**config.mk**
```make
export PLATFORM = sky130hd
export DESIGN_NAME = fifo_read_packer
export DESIGN_NICKNAME = d
export VERILOG_FILES = /design/src/rtl/fifo_read_packer.sv
export SDC_FILE = /design/constraint.sdc
export NUM_CORES = 1
export LEC_CHECK = 0
export CAP_MARGIN = 20
export CORE_ASPECT_RATIO = 2
export CORE_MARGIN = 4
export CORE_UTILIZATION = 52
export CTS_CLUSTER_SIZE = 8
export DETAILED_ROUTE_END_ITERATION = 10
export HOLD_SLACK_MARGIN = 0.1
export PLACE_DENSITY = 0.78
export SYNTH_ARGS = -nofsm -noshare
export SYNTH_HDL_FRONTEND = slang
export SYNTH_SLANG_ARGS = --single-unit
export TNS_END_PERCENT = 5
```
**constraint.sdc**
```tcl
create_clock -name rd_clk -period 4.3 [get_ports rd_clk]
set_input_delay 0.86 -clock rd_clk [delete_from_list [all_inputs] [get_ports rd_clk]]
set_output_delay 0.86 -clock rd_clk [all_outputs]
set_load 0.01 [all_outputs]
```
**src/rtl/fifo_read_packer.sv**
```systemverilog
// Read-domain FIFO consumer: pops one byte every two cycles, packs BYTES_PER_WORD bytes into a
// word and hands it downstream on valid/ready with an XOR checksum and an accepted-word counter.
module fifo_read_packer #(
    parameter int unsigned DATA_WIDTH     = 8,
    parameter int unsigned BYTES_PER_WORD = 4,
    parameter int unsigned CNT_WIDTH      = 16
) (
    input  logic                               rd_clk,
    input  logic                               reset,
    input  logic                               r_empty,
    input  logic [DATA_WIDTH-1:0]              fifo_data,
    output logic                               rd_en,
    output logic [DATA_WIDTH*BYTES_PER_WORD-1:0] word_out,
    output logic [DATA_WIDTH-1:0]              word_parity,
    output logic                               word_valid,
    input  logic                               word_ready,
    output logic [CNT_WIDTH-1:0]               word_count,
    output logic                               busy
);

    localparam int unsigned WordWidth = DATA_WIDTH * BYTES_PER_WORD;
    localparam int unsigned IdxWidth  = $clog2(BYTES_PER_WORD);

    typedef enum logic [1:0] {StFill, StCapture, StOut} state_t;

    state_t                state_q, state_d;
    logic [IdxWidth-1:0]   byte_idx_q, byte_idx_d;
    logic [WordWidth-1:0]  shift_q, shift_d;
    logic [DATA_WIDTH-1:0] acc_q, acc_d;
    logic [WordWidth-1:0]  word_q, word_d;
    logic [DATA_WIDTH-1:0] parity_q, parity_d;
    logic                  valid_q, valid_d;
    logic [CNT_WIDTH-1:0]  count_q, count_d;

    always_comb begin
        state_d    = state_q;
        byte_idx_d = byte_idx_q;
        shift_d    = shift_q;
        acc_d      = acc_q;
        word_d     = word_q;
        parity_d   = parity_q;
        valid_d    = valid_q;
        count_d    = count_q;
        // Reset gates the pop so nothing leaves the FIFO while it is being cleared.
        rd_en      = 1'b0;

        unique case (state_q)
            StFill: begin
                rd_en = ~r_empty & ~reset;
                if (!r_empty) begin
                    state_d = StCapture;
                end
            end
            StCapture: begin
                shift_d[byte_idx_q*DATA_WIDTH +: DATA_WIDTH] = fifo_data;
                acc_d = acc_q ^ fifo_data;
                if (byte_idx_q == IdxWidth'(BYTES_PER_WORD - 1)) begin
                    word_d     = shift_d;
                    parity_d   = acc_d;
                    valid_d    = 1'b1;
                    byte_idx_d = '0;
                    acc_d      = '0;
                    state_d    = StOut;
                end else begin
                    byte_idx_d = byte_idx_q + IdxWidth'(1);
                    state_d    = StFill;
                end
            end
            StOut: begin
                if (word_ready) begin
                    valid_d = 1'b0;
                    count_d = count_q + CNT_WIDTH'(1);
                    state_d = StFill;
                end
            end
            default: state_d = StFill;
        endcase
    end

    always_ff @(posedge rd_clk or posedge reset) begin
        if (reset) begin
            state_q    <= StFill;
            byte_idx_q <= '0;
            shift_q    <= '0;
            acc_q      <= '0;
            word_q     <= '0;
            parity_q   <= '0;
            valid_q    <= 1'b0;
            count_q    <= '0;
        end else begin
            state_q    <= state_d;
            byte_idx_q <= byte_idx_d;
            shift_q    <= shift_d;
            acc_q      <= acc_d;
            word_q     <= word_d;
            parity_q   <= parity_d;
            valid_q    <= valid_d;
            count_q    <= count_d;
        end
    end

    assign word_out    = word_q;
    assign word_parity = parity_q;
    assign word_valid  = valid_q;
    assign word_count  = count_q;
    assign busy        = (state_q != StFill) || (byte_idx_q != '0);

endmodule

```
After elaboration in Yosys (flattened, before gate mapping)
Index checks and enable logic that the tools add are counted.
{ "op_classes": {"add_sub_neg": 3, "eq_ne": 6, "n_shift": 2, "muxes": 11, "bitwise_logic": 4, "n_reduce_logical": 9} }
{ "op_table": {"columns": ["op", "count"], "rows": [
  ["5-bit negation with 34-bit output", 1],
  ["8-bit by 34-bit variable shift with 32-bit output, first input constant", 1],
  ["8-bit by 34-bit indexed part select with 32-bit output", 1],
  ["32-bit bitwise mux", 1],
  ["16-bit by 1-bit adder with 16-bit output, second input constant", 1],
  ["2-bit two-way mux", 4],
  ["8-bit two-way mux", 1],
  ["8-bit bitwise XOR", 1],
  ["2-bit inequality test, second input constant", 3],
  ["2-bit case mux with 3 select lines", 1],
  ["2-bit AND reduction", 3],
  ["2-bit nonzero test", 3],
  ["2-bit == test, second input constant", 2],
  ["1-bit two-way mux", 3],
  ["3-bit AND reduction", 1],
  ["2-bit by 1-bit adder with 2-bit output, second input constant", 1],
  ["2-bit by 1-bit == test with 1-bit output, second input constant", 1],
  ["2-bit zero test", 1],
  ["1-bit NOT", 2],
  ["1-bit case mux with 2 select lines", 1],
  ["1-bit bitwise AND", 1],
  ["1-bit logical OR", 1]
]} }
{ "totals": {"register_bits": 101, "in_bits": 12, "output_inout_bits": 59, "wordCells": 43} }

Depth between registers and ports, before layout
Gate-level depths: netlist of run 1.
{ "logic_depth": {"word_depth": 3, "mapped_depth": 7, "depth_no_buf": 6} }

Worst setup path after synthesis of run 1
No wires, ideal clock.
{ "synth_path": {"path_kind": "register to output", "start": "register byte_idx_q[0]", "end": "output port busy", "arrival_time_ns": 1.456, "required_ns": 3.440, "slack_ns": 1.984, "path_stages_with_launch": 5, "n_path_buf": 1, "path_cell_list": "dfrtp_1 > inv_1 > ha_1 > clkbuf_1 > nand2_1"} }
{ "synth_via": {"elab_chain_len": 2} }
{ "synth_lines": {"columns": ["item", "line_no", "text"], "rows": [
  ["start, declared", "27", "logic [IdxWidth-1:0] byte_idx_q, byte_idx_d;"],
  ["start signal, assigned", "92", "byte_idx_q <= byte_idx_d;"],
  ["2-bit nonzero test", "106", "assign busy = (state_q != StFill) || (byte_idx_q != '0);"],
  ["1-bit logical OR", "106", null],
  ["end, declared", "18", "output logic busy"]
]} }
Every way passes these cells.

Worst setup path after layout of run 1
Ends and elaborated chain as after synthesis.

==> metrics.md, run 1 <==
| Metric | Value |
|---|---|
| Status | finished clean |
| Io pins | 71 |
| Worst slew margin | 51.06% |
| Count of different cell masters after synthesis | 34 |
| Max-slew violation count | 0 |
| Worst Setup End Kind | primary output |
| Period utilization | between 70 and 80% |
| Num CTS Buffers | 9 |
| Combinational power share | roughly a third |
| First DRT Iteration DRCs | 205 |
| Synthesized net count | 400 |
| Slew of the pin with the lowest slew margin | roughly 730 ps |
| RSZ-0062 raised after global routing | no |
| Fin cells | around 540 |
| Diodes inserted | 0 |
| Vias per inst | about 5.6 |
| Routed length per instance | between 15 and 20 um |
| Grt ovf | 0 |
| Clock Latency Late Sink | 340 ps |
| I/O Buffers | 70 |
| Via count | between 3000 and 4000 |
| GRT Overall Usage | about a fifth |
| Area contributors post-synth | dfrtp_1 57%, a22o_1 6.2%, o21ai_0 5.6% |
| Placed Cells | approximately 530 |
| Max-cap violations | 0 |
| Postcts setup bufs | 0 |
| Post-route setup slack | around 1100 ps |
| VDD IR max | ~0.37 mV |
| Final core utilization | around 68% |
| Hold WS | about 480 ps |
| Clock share of power | 26.6% |
| Final antenna-violating net count | 0 |
| Leakage power total | 2.239 nW |
| Placer Congestion | 0.8461 |
| Dpl hpwl | 6.516 mm |
| Global-route wire length before repair | around 16 mm |
| Share of the synthesized area in the top cell type | a little under three fifths |
| Flip-flop and latch count after synthesis | just over 90 |
| Most frequent cell after synthesis | dfrtp_1 |
| RR Startpoint | byte_idx_q[0] |
| CTS tree | yes |
| Hold Crit Depth | 1 |
| Root buffer cell | clkbuf_16 |
| Min-Delay Path Class | reg -> reg |
| Worst setup SP type | flop |
| Tmin final | about 3200 ps |
| Synth area leader | dfrtp_1 |
| Setup TNS | 0 ps |
| Reg2Reg Depth | 6 |
| Layout Nets | 463 |
| DIE AREA | approximately 9400 sq um |
| Switching share of power | around a third |
| Synthesis Warnings | 0 |
| Cell-internal power | approximately 2.4 mW |
| Core area | around 7600 sq um |
| Register share of total power | around two fifths |
| Hold_sp | word_count[15] |
| Number of H-tree levels | 3 |
| Fraction of final layout cells sized beyond drive strength 1 | under 10% |
| Pin count of the biggest net entering global routing | 46 |
| Antenna violations before repair | 0 |
| Clock Path Buffers | 2 |
| R2R Path End | shift_q[2] |
| Final hold vios | 0 |
| FF-to-FF setup slack | 1830 ps |
| Routed WL | about 9.3 mm |
| Critical path class | reg -> out |
| Die width | about 70 um |
| Max FO, Critical Path | 15 |
| Worst slack at placement | between 1000 and 1500 ps |
| Die extent in y | about 130 um |
| Initial core utilization | a little over half |
| Mapped cell area | around 4000 sq um |
| Clock slew at the register clock pins of the worst setup and hold paths | 60 ps |
| WP data required | 3440 ps |
| Sequential share of the synthesized area | ~57% |
| Final Cell Area | a little over 5000 sq um |
| Net switching power figure | approximately 1.1 mW |
| Average cell area after synthesis | 10.69 sq um |
| Clock Skews | roughly 5.6 ps |
| # rows | between 40 and 50 |
| Power density cells | between 600 and 700 nW/um^2 |
| Pwr Total | between 3 and 4 mW |
| Post-synth EDFFs | 0 |
| Post-Place Cell Area | approximately 4800 sq um |
| Vias in the first global route | 3057 |
| Synth Flop Type | dfrtp_1 |
| FILL cells | 580 |
| Fmax | ~0.31 GHz |
| Final routed DRC violation total | 0 |
| Finish-stage setup viols | 0 |
| Cts hold-fix bufs | 0 |
| Clk sinks | slightly above 90 |
| Post-synth top cells | 93 x dfrtp_1, 53 x nand2_1, 46 x o21ai_0 |
| Router iterations before antenna repair | 4 |
| WP data arrival | roughly 2400 ps |
| Hold Crit Endpoint | word_count[15] |
| Asr flop ratio synth | between 90% and 100% |
| Post_cts resized | 0 |
| Gate Count Post-Synth | ~380 |
| Area grow syn2layout | 27.18% |
layout by cell type, fill, tap and decap left out, drive strengths merged:
cell	instances
and4	1
clkbuf	10
xor2	1
o31ai	1
nand3	5
nor2b	29
nand4	6
clkinv	1
nor4bb	1
a22o	29
buf	4
ha	6
a21oi	27
dfrtp	93
nor3	5
xnor2	22
and3b	1
nor4	3
a32o	3
nand2	54
inv	5
nor2	13
nand2b	1
and4bb	1
clkinvlp	2
bufinv	4
mux2	2
and2	2
clkdlybuf4s50	70
o21ai	48
kinds of logic after synthesis:
| logic type | count (synthesis) | synth area share, % |
|---|---|---|
| compound gates | 108 | 16.33 |
| buf+inv | 28 | 3.094 |
| flops | 93 | 56.99 |
| fa+ha+maj | 6 | 1.838 |
| simple gates | 122 | 16.27 |
| xor+xnor | 23 | 4.933 |
| mux | 2 | 0.5514 |
final cells by class:
type	instances	area, sq um	area share, %
inverters	6	23.77	0.4577
flip-flops and latches	93	2327	44.81
well taps	94	117.6	2.265
repair buffers	74	730.7	14.07
clock buffers	10	229.0	4.409
clock inverters	6	135.1	2.602
multi-input cells	261	1630	31.39
power by group through the flow:
stage / Clock [mW] / Combinational, mW / Sequential (mW)
after floorplan: 0 / 0.646 / 1.45
after global placement: 0 / 1.21 / 1.39
after detailed placement: 0 / 1.25 / 1.40
after CTS: 0.967 / 1.26 / 1.39
after global routing: 1.00 / 1.37 / 1.43
final: 0.956 / 1.24 / 1.39
registers in the layout, summed over array words and instances (netlist names):
name	flops
acc_q	8
byte_idx_q	2
shift_q	24
state_q	2
word_count	16
word_out	32
word_parity	8
word_valid	1
how the worst max path moves through the flow:
| stage | start | end | slack [ps] | cells past startpoint |
|---|---|---|---|---|
| 2_1_floorplan | reset | acc_q[0] | 1020 | 1 |
| 3_3_place_gp | r_empty | rd_en | 1360 | 3 |
| 3_5_place_dp | r_empty | rd_en | 1300 | 3 |
| 4_1_cts | byte_idx_q[0] | busy | 1080 | 4 |
| 5_1_grt | byte_idx_q[0] | busy | 890 | 4 |
| 6_report | byte_idx_q[0] | busy | 1070 | 4 |
critical path, cell delays in order, from the launching register on:
cell and delay (ps):
dfrtp_1 430, inv_1 290, ha_1 650, nand2_1 150, clkdlybuf4s50_1 510
routing by layer:
metal  wire length, um  GRT usage, %  share of wire, %  vias to the layer above
li1                  -             -                 -                     1451
met1              3833         26.22                41                     1469
met2              4785         34.29                51                       85
met3               345         3.625               3.7                       25
met4               347         10.36               3.7                        0
met5                 0             0                 0                        -
No activity file was read; power rests on OpenSTA's default activity.
==> run 2: changes to the inputs <==
clock period = 3.05 ns   (was 4.3 ns; I/O delays follow)
==> run 2 against run 1 <==
Net effect:
- setup slack worse by 550 ps
- critical path type is now in -> out
- largest cell class unchanged
- die area stayed put
- highest routed layer unchanged
- critical endpoint is now rd_en
- critical path depth is 1 lower
- power is 35% higher
==> metrics.md, run 2 (synthesis gave the netlist of run 1 again) <==
| Metric | Value |
|---|---|
| Status | finished clean |
| Global-route wire length before repair | 15.70 mm (+1.2%) |
| Period utilization | ~83% |
| Diodes inserted | 0 (unchanged) |
| Routed WL | 9.347 mm (+0.39%) |
| Cts hold-fix bufs | 0 (unchanged) |
| Die extent in y | 133.3 um (unchanged) |
| Most frequent cells in the layout | 93 x dfrtp_1, 70 x clkdlybuf4s50_1, 53 x nand2_1, 46 x o21ai_0, 29 x a22o_1 |
| Vias per inst | 5.560 (-0.18%) |
| Max FFs per register | 32 (unchanged) |
| Pin count of the biggest net entering global routing | 59 (+28%) |
| Routed length per instance | 17.15 um (+0.20%) |
| Max-slew violation count | 0 (unchanged) |
| GRT Overall Usage | 21.09% (+0.26 points) |
| Worst Setup End Kind | primary output |
| Placer Congestion | 0.8326 (-1.6%) |
| Clock slew at the register clock pins of the worst setup and hold paths | 60 ps (about the same) |
| RSZ-0062 raised after global routing | no |
| Max-cap violations | 0 (unchanged) |
| Final routed DRC violation total | 0 (unchanged) |
| First DRT Iteration DRCs | 166 (-19%) |
| Slew of the pin with the lowest slew margin | 646.6 ps (-84.95 ps) |
| Clk sinks | 93 (unchanged) |
| Dpl hpwl | 6.524 mm (+0.12%) |
| WP data required | 2440 ps (-1000 ps) |
| Postcts setup bufs | 0 (unchanged) |
| Fmax | slightly below 0.4 GHz |
| Router iterations before antenna repair | 4 (unchanged) |
| Worst setup SP type | primary input |
| Number of H-tree levels | 3 (unchanged) |
| Vias in the first global route | 3156 (+3.2%) |
| Grt ovf | 0 (unchanged) |
| Worst slack at placement | 529.0 ps (-772.6 ps) |
| Power density cells | 940.9 nW/um^2 (+36%) |
| Clock Skews | 6.150 ps (+0.5041 ps) |
| Core area | 7601 sq um (unchanged) |
| Die width | 70.67 um (unchanged) |
| Post_cts resized | 0 (unchanged) |
| Critical path class | in -> out |
| Antenna violations before repair | 0 (unchanged) |
| Min-Delay Path Class | reg -> reg |
| Max FO, Critical Path | 2 (-13) |
| Tmin final | approximately 2500 ps |
| # rows | 45 (unchanged) |
| DIE AREA | 9422 sq um (unchanged) |
| VDD IR max | 0.6058 mV (+63%) |
| Finish-stage setup viols | 0 (unchanged) |
| I/O Buffers | 70 (unchanged) |
| Most common cell after layout, fill and taps aside | dfrtp_1 |
| Final antenna-violating net count | 0 (unchanged) |
| Initial core utilization | 53.73% (unchanged) |
| Final Cell Area | 5150 sq um (-0.84%) |
| Io pins | 71 (unchanged) |
| FF-to-FF setup slack | 850 ps (-980 ps) |
| Root buffer cell | clkbuf_16 |
| Post-Place Cell Area | 4850 sq um (+0.41%) |
| Via count | 3030 (unchanged) |
| Leakage power total | 2.217 nW (-0.98%) |
| Final hold vios | 0 (unchanged) |
| WP data arrival | 1920 ps (-450 ps) |
| Layout Nets | 464 (+0.22%) |
| Area grow syn2layout | 26.10% |
| Worst slew margin | 56.84% (+5.8 points) |
| Clock Latency Late Sink | 340 ps (about the same) |
| Num CTS Buffers | 9 (unchanged) |
| Setup TNS | 0 ps (unchanged) |
| CTS tree | yes |
| Clock Path Buffers | 2 (unchanged) |
| Post-route setup slack | 523.7 ps (-545.1 ps) |
| Fraction of final layout cells sized beyond drive strength 1 | 7.539% (+0.43 points) |
## run 2: report_power, final
group | internal, mW | leakage, nW | total (mW) | switching, mW
combinational | 0.902 | 0.845 | 1.77 | 0.865
clock | 0.637 | 0.138 | 1.11 | 0.475
sequential | 1.67 | 1.23 | 1.97 | 0.294
## run 2: critical path, stage by stage
cell and delay, ps:
clkdlybuf4s50_1 430, nor4_1 290, clkdlybuf4s50_1 590
## run 2: final timing paths
path | end | depth (start not counted) | start
hold reg to reg | word_count[15] | 1 | word_count[15]
max in group asynchronous | word_count[3] | 3 | reset
setup reg to reg | shift_q[2] | 7 | byte_idx_q[0]
hold / removal | word_count[15] | 1 | word_count[15]
min in group asynchronous | acc_q[0] | 2 | reset
setup / recovery | rd_en | 3 | r_empty
## run 2: cell type report
class	count	area, sq um
clock buffer	9	225.2
multi-input combinational	261	1630
clock inverter	7	75.07
sequential	93	2327
tap	94	117.6
inverter	6	23.77
fill	595	2451
timing repair buffer	75	750.7
## run 2: routing by layer
metal / wire length [um] / vias to the layer above / share of wire (%) / track usage, %
met5: 0 / - / 0 / 0
met4: 244 / 0 / 2.6 / 9.937
met3: 403 / 18 / 4.3 / 3.474
met2: 4969 / 86 / 53 / 36.27
met1: 3730 / 1473 / 40 / 25.44
li1: - / 1453 / - / -
## run 2: through the flow
| stage | instances | utilization (%) | total power, mW | hold WS [ps] |
|---|---|---|---|---|
| final | 545 | 67.75 | 4.846 | 470.1 |
| after global routing | 545 | 67.75 | 5.156 | 488.3 |
| after CTS | 545 | 67.75 | 4.885 | 474.4 |
| after detailed placement | 529 | 63.80 | 3.752 | 461.6 |
| after global placement | 529 | 63.80 | 3.686 | 463.7 |
| after floorplan | 382 | - | 2.949 | 457.8 |
